$ cat src/rtl/fifo_pkg.sv
// Shared constants and the occupancy count type for the 8 x 32 synchronous FIFO
// (pointer/flag controller and storage array).
package fifo_pkg;

    localparam int FIFO_DEPTH    = 8;
    localparam int FIFO_WIDE     = 32;
    localparam int FIFO_PTR_WIDE = 3;

    typedef logic [FIFO_PTR_WIDE:0] fifo_count_t;

endpackage

$ cat src/rtl/fifo_flag_gen_if.sv
// Request/status bundle between the FIFO flag generator and its users.
// Watermark signals exist only with FIFO_FLAG_GEN_WATERMARK_EN defined.
interface fifo_flag_gen_if;
    import fifo_pkg::*;

    logic                     wr_req;
    logic                     rd_req;
    logic                     wr_en;
    logic                     rd_en;
    logic [FIFO_PTR_WIDE-1:0] wr_addr;
    logic [FIFO_PTR_WIDE-1:0] rd_addr;
    logic                     full;
    logic                     empty;
    fifo_count_t              count;
    logic                     rd_valid;
    logic                     overflow;
    logic                     underflow;
`ifdef FIFO_FLAG_GEN_WATERMARK_EN
    logic                     almost_full;
    logic                     almost_empty;
`endif

    modport master (
        output wr_req, rd_req,
        input  wr_en, rd_en, wr_addr, rd_addr, full, empty, count,
               rd_valid, overflow, underflow
`ifdef FIFO_FLAG_GEN_WATERMARK_EN
        , input almost_full, almost_empty
`endif
    );

    modport slave (
        input  wr_req, rd_req,
        output wr_en, rd_en, wr_addr, rd_addr, full, empty, count,
               rd_valid, overflow, underflow
`ifdef FIFO_FLAG_GEN_WATERMARK_EN
        , output almost_full, almost_empty
`endif
    );

endinterface

$ cat src/rtl/fifo_ptr.sv
// Wrap-bit pointer register: the extra MSB distinguishes a full FIFO from an
// empty one when the address bits are equal.
module fifo_ptr
    import fifo_pkg::*;
#(
    parameter int PTR_WIDE = FIFO_PTR_WIDE
) (
    input  logic              clk,
    input  logic              rst,
    input  logic              inc,
    output logic [PTR_WIDE:0] ptr
);

    logic [PTR_WIDE:0] ptr_r;

    // Advance modulo 2*depth on each accepted access.
    always_ff @(posedge clk or posedge rst) begin
        if (rst) begin
            ptr_r <= '0;
        end else if (inc) begin
            ptr_r <= ptr_r + {{PTR_WIDE{1'b0}}, 1'b1};
        end else begin
            ptr_r <= ptr_r;
        end
    end

    assign ptr = ptr_r;

endmodule

$ cat src/rtl/fifo_flag_gen.sv
// Pointer, occupancy and status controller for the 8-deep synchronous FIFO.
// Optional watermark flags: define FIFO_FLAG_GEN_WATERMARK_EN.
module fifo_flag_gen #(
    parameter int FIFO_DEPTH    = fifo_pkg::FIFO_DEPTH,
    parameter int FIFO_PTR_WIDE = fifo_pkg::FIFO_PTR_WIDE
`ifdef FIFO_FLAG_GEN_WATERMARK_EN
    ,
    parameter int AF_LEVEL      = 6,
    parameter int AE_LEVEL      = 2
`endif
) (
    input  logic             clk,
    input  logic             rst,
    fifo_flag_gen_if.slave   bus
);

    localparam logic [FIFO_PTR_WIDE:0] DEPTH_C = (FIFO_PTR_WIDE+1)'(FIFO_DEPTH);
    localparam logic [FIFO_PTR_WIDE:0] ONE_C   = (FIFO_PTR_WIDE+1)'(1);

    logic                   wr_acc_s;
    logic                   rd_acc_s;
    logic [FIFO_PTR_WIDE:0] wr_ptr_s;
    logic [FIFO_PTR_WIDE:0] rd_ptr_s;
    logic [FIFO_PTR_WIDE:0] count_nxt_s;
    logic [FIFO_PTR_WIDE:0] count_r;
    logic                   full_r;
    logic                   empty_r;
    logic                   rd_valid_r;
    logic                   overflow_r;
    logic                   underflow_r;

    fifo_ptr #(.PTR_WIDE(FIFO_PTR_WIDE)) u_wr_ptr (
        .clk (clk),
        .rst (rst),
        .inc (wr_acc_s),
        .ptr (wr_ptr_s)
    );

    fifo_ptr #(.PTR_WIDE(FIFO_PTR_WIDE)) u_rd_ptr (
        .clk (clk),
        .rst (rst),
        .inc (rd_acc_s),
        .ptr (rd_ptr_s)
    );

    // Acceptance gating and next occupancy; a refused side never moves count.
    always_comb begin
        wr_acc_s    = bus.wr_req & ~full_r;
        rd_acc_s    = bus.rd_req & ~empty_r;
        count_nxt_s = count_r;
        if (wr_acc_s & ~rd_acc_s) begin
            count_nxt_s = count_r + ONE_C;
        end else if (rd_acc_s & ~wr_acc_s) begin
            count_nxt_s = count_r - ONE_C;
        end else begin
            count_nxt_s = count_r;
        end
    end

    // Count, flags from next-state count, sticky errors and read-valid strobe.
    always_ff @(posedge clk or posedge rst) begin
        if (rst) begin
            count_r     <= '0;
            full_r      <= 1'b0;
            empty_r     <= 1'b1;
            rd_valid_r  <= 1'b0;
            overflow_r  <= 1'b0;
            underflow_r <= 1'b0;
        end else begin
            count_r     <= count_nxt_s;
            full_r      <= (count_nxt_s == DEPTH_C);
            empty_r     <= (count_nxt_s == '0);
            rd_valid_r  <= rd_acc_s;
            overflow_r  <= overflow_r | (bus.wr_req & full_r);
            underflow_r <= underflow_r | (bus.rd_req & empty_r);
        end
    end

`ifdef FIFO_FLAG_GEN_WATERMARK_EN
    localparam logic [FIFO_PTR_WIDE:0] AF_C = (FIFO_PTR_WIDE+1)'(AF_LEVEL);
    localparam logic [FIFO_PTR_WIDE:0] AE_C = (FIFO_PTR_WIDE+1)'(AE_LEVEL);

    logic almost_full_r;
    logic almost_empty_r;

    // Watermark flags, evaluated on the same next-state count as full/empty.
    always_ff @(posedge clk or posedge rst) begin
        if (rst) begin
            almost_full_r  <= 1'b0;
            almost_empty_r <= 1'b1;
        end else begin
            almost_full_r  <= (count_nxt_s >= AF_C);
            almost_empty_r <= (count_nxt_s <= AE_C);
        end
    end

    assign bus.almost_full  = almost_full_r;
    assign bus.almost_empty = almost_empty_r;
`endif

    // The array re-applies full/empty gating, so raw requests pass straight through.
    assign bus.wr_en     = bus.wr_req;
    assign bus.rd_en     = bus.rd_req;
    assign bus.wr_addr   = wr_ptr_s[FIFO_PTR_WIDE-1:0];
    assign bus.rd_addr   = rd_ptr_s[FIFO_PTR_WIDE-1:0];
    assign bus.full      = full_r;
    assign bus.empty     = empty_r;
    assign bus.count     = count_r;
    assign bus.rd_valid  = rd_valid_r;
    assign bus.overflow  = overflow_r;
    assign bus.underflow = underflow_r;

endmodule

$ cat src/flat_wrapper.sv
// flat-port wrapper written by rule: the top's interface ports become plain ports
module fifo_flag_gen_flat 
#(
    parameter int FIFO_DEPTH    = fifo_pkg::FIFO_DEPTH,
    parameter int FIFO_PTR_WIDE = fifo_pkg::FIFO_PTR_WIDE

)
  (clk, rst, bus_wr_req, bus_rd_req, bus_wr_en, bus_rd_en, bus_wr_addr, bus_rd_addr, bus_full, bus_empty, bus_count, bus_rd_valid, bus_overflow, bus_underflow);
  fifo_flag_gen_if bus_i ();
  input  logic clk;
  input  logic rst;
  input wire logic [$bits(bus_i.wr_req)-1:0] bus_wr_req;
  input wire logic [$bits(bus_i.rd_req)-1:0] bus_rd_req;
  output wire logic [$bits(bus_i.wr_en)-1:0] bus_wr_en;
  output wire logic [$bits(bus_i.rd_en)-1:0] bus_rd_en;
  output wire logic [$bits(bus_i.wr_addr)-1:0] bus_wr_addr;
  output wire logic [$bits(bus_i.rd_addr)-1:0] bus_rd_addr;
  output wire logic [$bits(bus_i.full)-1:0] bus_full;
  output wire logic [$bits(bus_i.empty)-1:0] bus_empty;
  output wire logic [$bits(bus_i.count)-1:0] bus_count;
  output wire logic [$bits(bus_i.rd_valid)-1:0] bus_rd_valid;
  output wire logic [$bits(bus_i.overflow)-1:0] bus_overflow;
  output wire logic [$bits(bus_i.underflow)-1:0] bus_underflow;
  assign bus_i.wr_req = bus_wr_req;
  assign bus_i.rd_req = bus_rd_req;
  assign bus_wr_en = bus_i.wr_en;
  assign bus_rd_en = bus_i.rd_en;
  assign bus_wr_addr = bus_i.wr_addr;
  assign bus_rd_addr = bus_i.rd_addr;
  assign bus_full = bus_i.full;
  assign bus_empty = bus_i.empty;
  assign bus_count = bus_i.count;
  assign bus_rd_valid = bus_i.rd_valid;
  assign bus_overflow = bus_i.overflow;
  assign bus_underflow = bus_i.underflow;
  fifo_flag_gen #(.FIFO_DEPTH(FIFO_DEPTH), .FIFO_PTR_WIDE(FIFO_PTR_WIDE)) u_core (.clk(clk), .rst(rst), .bus(bus_i));
endmodule
$ cat config.mk
export PLATFORM = sky130hd
export DESIGN_NAME = fifo_flag_gen_flat
export DESIGN_NICKNAME = d
export VERILOG_FILES = /design/src/rtl/fifo_pkg.sv /design/src/rtl/fifo_flag_gen_if.sv /design/src/rtl/fifo_ptr.sv /design/src/rtl/fifo_flag_gen.sv /design/src/flat_wrapper.sv
export SDC_FILE = /design/constraint.sdc
export NUM_CORES = 1
export LEC_CHECK = 0
export BUFFER_PORTS_ARGS = -buffer_cell sky130_fd_sc_hd__buf_2
export CORE_MARGIN = 2
export CORE_UTILIZATION = 53
export DETAILED_ROUTE_END_ITERATION = 7
export PLACE_DENSITY_LB_ADDON = 0.1
export REMOVE_ABC_BUFFERS = 1
export SLEW_MARGIN = 30
export SYNTH_ARGS = -nofsm -noshare
export SYNTH_HDL_FRONTEND = slang
export SYNTH_SLANG_ARGS = --single-unit
$ cat constraint.sdc
create_clock -name clk -period 3.4 [get_ports clk]
set_clock_uncertainty 0.05 [all_clocks]
set_input_delay 0.51 -clock clk [delete_from_list [all_inputs] [get_ports clk]]
set_output_delay 0.51 -clock clk [all_outputs]
set_load 0.03 [all_outputs]
==> reports/metrics.yaml <==
global_route:
  overflow: 0
  grt_max_degree: 16
  antenna_found_initial: 0
  grt_pass1_wl_um: 2020
  grt_pass1_vias: 445
  track_usage: 0.154
cells_and_area:
  syn2layout_area_growth_pct: 14.3
  fillers: 102
  antenna_cells: 0
  nets: 89
  drive_above_1_share: 0.463
logic_synthesis:
  synth.distinct_cells: 27
  synthCells: 60
  synth_enable_flop_cells: 0
  avgSynthCellArea_um2: 12.5
  synth_common_cells: "14 x dfrtp_1, 6 x nand2_1, 6 x xnor2_1"
  ys_top_cells_by_area: "dfrtp_1 47%, xnor2_1 7.0%, ha_1 6.7%, dfstp_2 3.5%, buf_6 3.0%"
  yosysWarnings: 0
  synth_ff_type: "dfrtp_1"
  ys_seq_area_frac: 0.502
  synth-seq-cells: 15
  yosys.area.top_type_share: 0.467
  yosysTopAreaCell: "dfrtp_1"
  yosysMostFrequentCell: "dfrtp_1"
  synthArstFlopShare: 1.00
  synthesis.area_um2: 751
timing:
  hold_violations: 0
  timing.final.crit_share: 0.496
  worstMarginPinSlew_ns: 0.551
  fmax_mhz: 593
  setup-tns-final_ns: 0
  fin_crit_ns: 1.69
  rsz0062_at_grt: "false"
  setup_violations: 0
  slew_headroom: 0.632
  maxSlewViolCount: 0
floorplan:
  start_util: 0.570
  std_cell_rows: 13
  dieArea_um2: 1730
  dieHeight_um: 41.6
  fp.coreArea_um2: 1320
  ios: 21
  dieWidth_um: 41.6
clocking:
  ctsResizeCount: 0
  numCtsBuffers: 3
  cts_tree: "built"
  cts.clk_slew.worst_paths_ns: 0.09
  postCtsSetupRepairBufs: 0
  clock_latency_ns: 0.27
  h-tree-depth: 1
  clk_path_buf_depth: 2
  clock-sinks: 15
  ctsRootBufferMaster: "clkbuf_4"
  hold_buffers: 0
route:
  drtPass1Iterations: 2
  dr_total_vias: 498
  ant_nets: 0
  drt-total-wl_um: 1090
  vias_per_cell: 5.24
  avgRoutedWirePerCell_um: 11.5
  drtIter0Drc: 1
  drc: 0
setup_path:
  cp.required_ns: 3.51
  worstSetupEndpointType: "register"
  setup.worst_path.start_class: "register"
  crit_fanout: 7
  crit_type: "register to register"
  arrival_ns: 1.80
placed_design:
  place.gp.congestion: 0.694
  dp.final_hpwl_um: 821
  io_buffer_count: 20
flow_run:
  drv_cap: 0
run_status:
  outcome: "finished, final reports clean"
hold_path:
  hp-class: "input pin to asynchronous set/reset pin"
-- final cells by class --
type / count / area (um^2) / area share
Sequential cell: 15 / 377 / 0.439
Multi-Input combinational cell: 38 / 325 / 0.379
Timing Repair Buffer: 20 / 100 / 0.117
Clock buffer: 4 / 26.3 / 0.0306
Tap cell: 15 / 18.8 / 0.0219
Inverter: 3 / 11.3 / 0.0131
-- placed cells by master (no fill, tap or decap), drive strengths merged --
| master | n |
|---|---|
| a21o | 2 |
| a21oi | 1 |
| a22oi | 1 |
| a32oi | 1 |
| and2 | 1 |
| buf | 20 |
| clkbuf | 4 |
| dfrtp | 14 |
| dfstp | 1 |
| ha | 4 |
| inv | 3 |
| mux2 | 2 |
| nand2 | 6 |
| nand2b | 1 |
| nor2 | 3 |
| nor2b | 2 |
| nor3 | 3 |
| nor3b | 1 |
| nor4 | 1 |
| o211ai | 1 |
| o31ai | 1 |
| xnor2 | 6 |
| xor2 | 1 |
-- worst paths after layout --
kind | from | slack, ns | endpoint | cells past startpoint
setup / recovery | u_core.bus.count[0]$_DFF_PP0_ | 1.71 | u_core.bus.full$_DFF_PP0_ | 5
hold / removal | rst | 0.22 | u_core.bus.rd_valid$_DFF_PP0_ | 2
setup reg to reg | u_core.bus.count[0]$_DFF_PP0_ | 1.71 | u_core.bus.full$_DFF_PP0_ | 5
hold reg to reg | u_core.bus.underflow$_DFF_PP0_ | 0.41 | u_core.bus.underflow$_DFF_PP0_ | 1
max in group asynchronous | rst | 2.72 | u_core.bus.empty$_DFF_PP1_ | 2
min in group clk | u_core.bus.underflow$_DFF_PP0_ | 0.41 | u_core.bus.underflow$_DFF_PP0_ | 1
-- kinds of logic (layout without fill, tap and decap cells) --
logic type	count (synthesis)	after routing	share of synthesized area
and+or+nand+nor	18	18	0.163
DFF	15	15	0.502
AOI/OAI and AO/OA	7	7	0.0917
muxes	2	2	0.0300
xor gates and xnor gates	7	7	0.0817
adders and majority gates	4	4	0.0667
buffers and inverters	7	27	0.0650
-- stage by stage --
stage	setup slack (ns)	hold slack [ns]	instance area [um^2]	util	instances
floorplan	1.60	0.361	713	-	56
global placement	1.64	0.388	832	0.632	91
detailed placement	1.63	0.397	832	0.632	91
CTS	1.71	0.233	858	0.651	95
global route	1.60	0.274	858	0.651	95
finish	1.71	0.215	858	0.651	95
-- critical path, cell delays in order (launching register included) --
cell     delay (ns)
dfrtp_1        0.48
inv_1          0.11
ha_1           0.33
mux2_2         0.35
a21oi_2        0.19
nor3b_2        0.07
-- flip-flops by register name, indices dropped and copies added, names as in the netlist --
name,flops
u_core.bus.count,4
u_core.bus.empty,1
u_core.bus.full,1
u_core.bus.overflow,1
u_core.bus.rd_valid,1
u_core.bus.underflow,1
u_core.u_rd_ptr.ptr,3
u_core.u_wr_ptr.ptr,3
-- metal layers --
layer | vias up | wire length, um | global-route usage | share of wire
met5 | - | 0 | 0 | 0
met4 | 0 | 27 | 0.0774 | 0.025
met3 | 4 | 78 | 0.0478 | 0.071
met2 | 18 | 441 | 0.200 | 0.40
met1 | 235 | 546 | 0.229 | 0.50
li1 | 241 | - | - | -
Power is left out: the tool's default activity adds up to more than one toggle a clock period on the data nets, which glitch-free logic cannot reach.
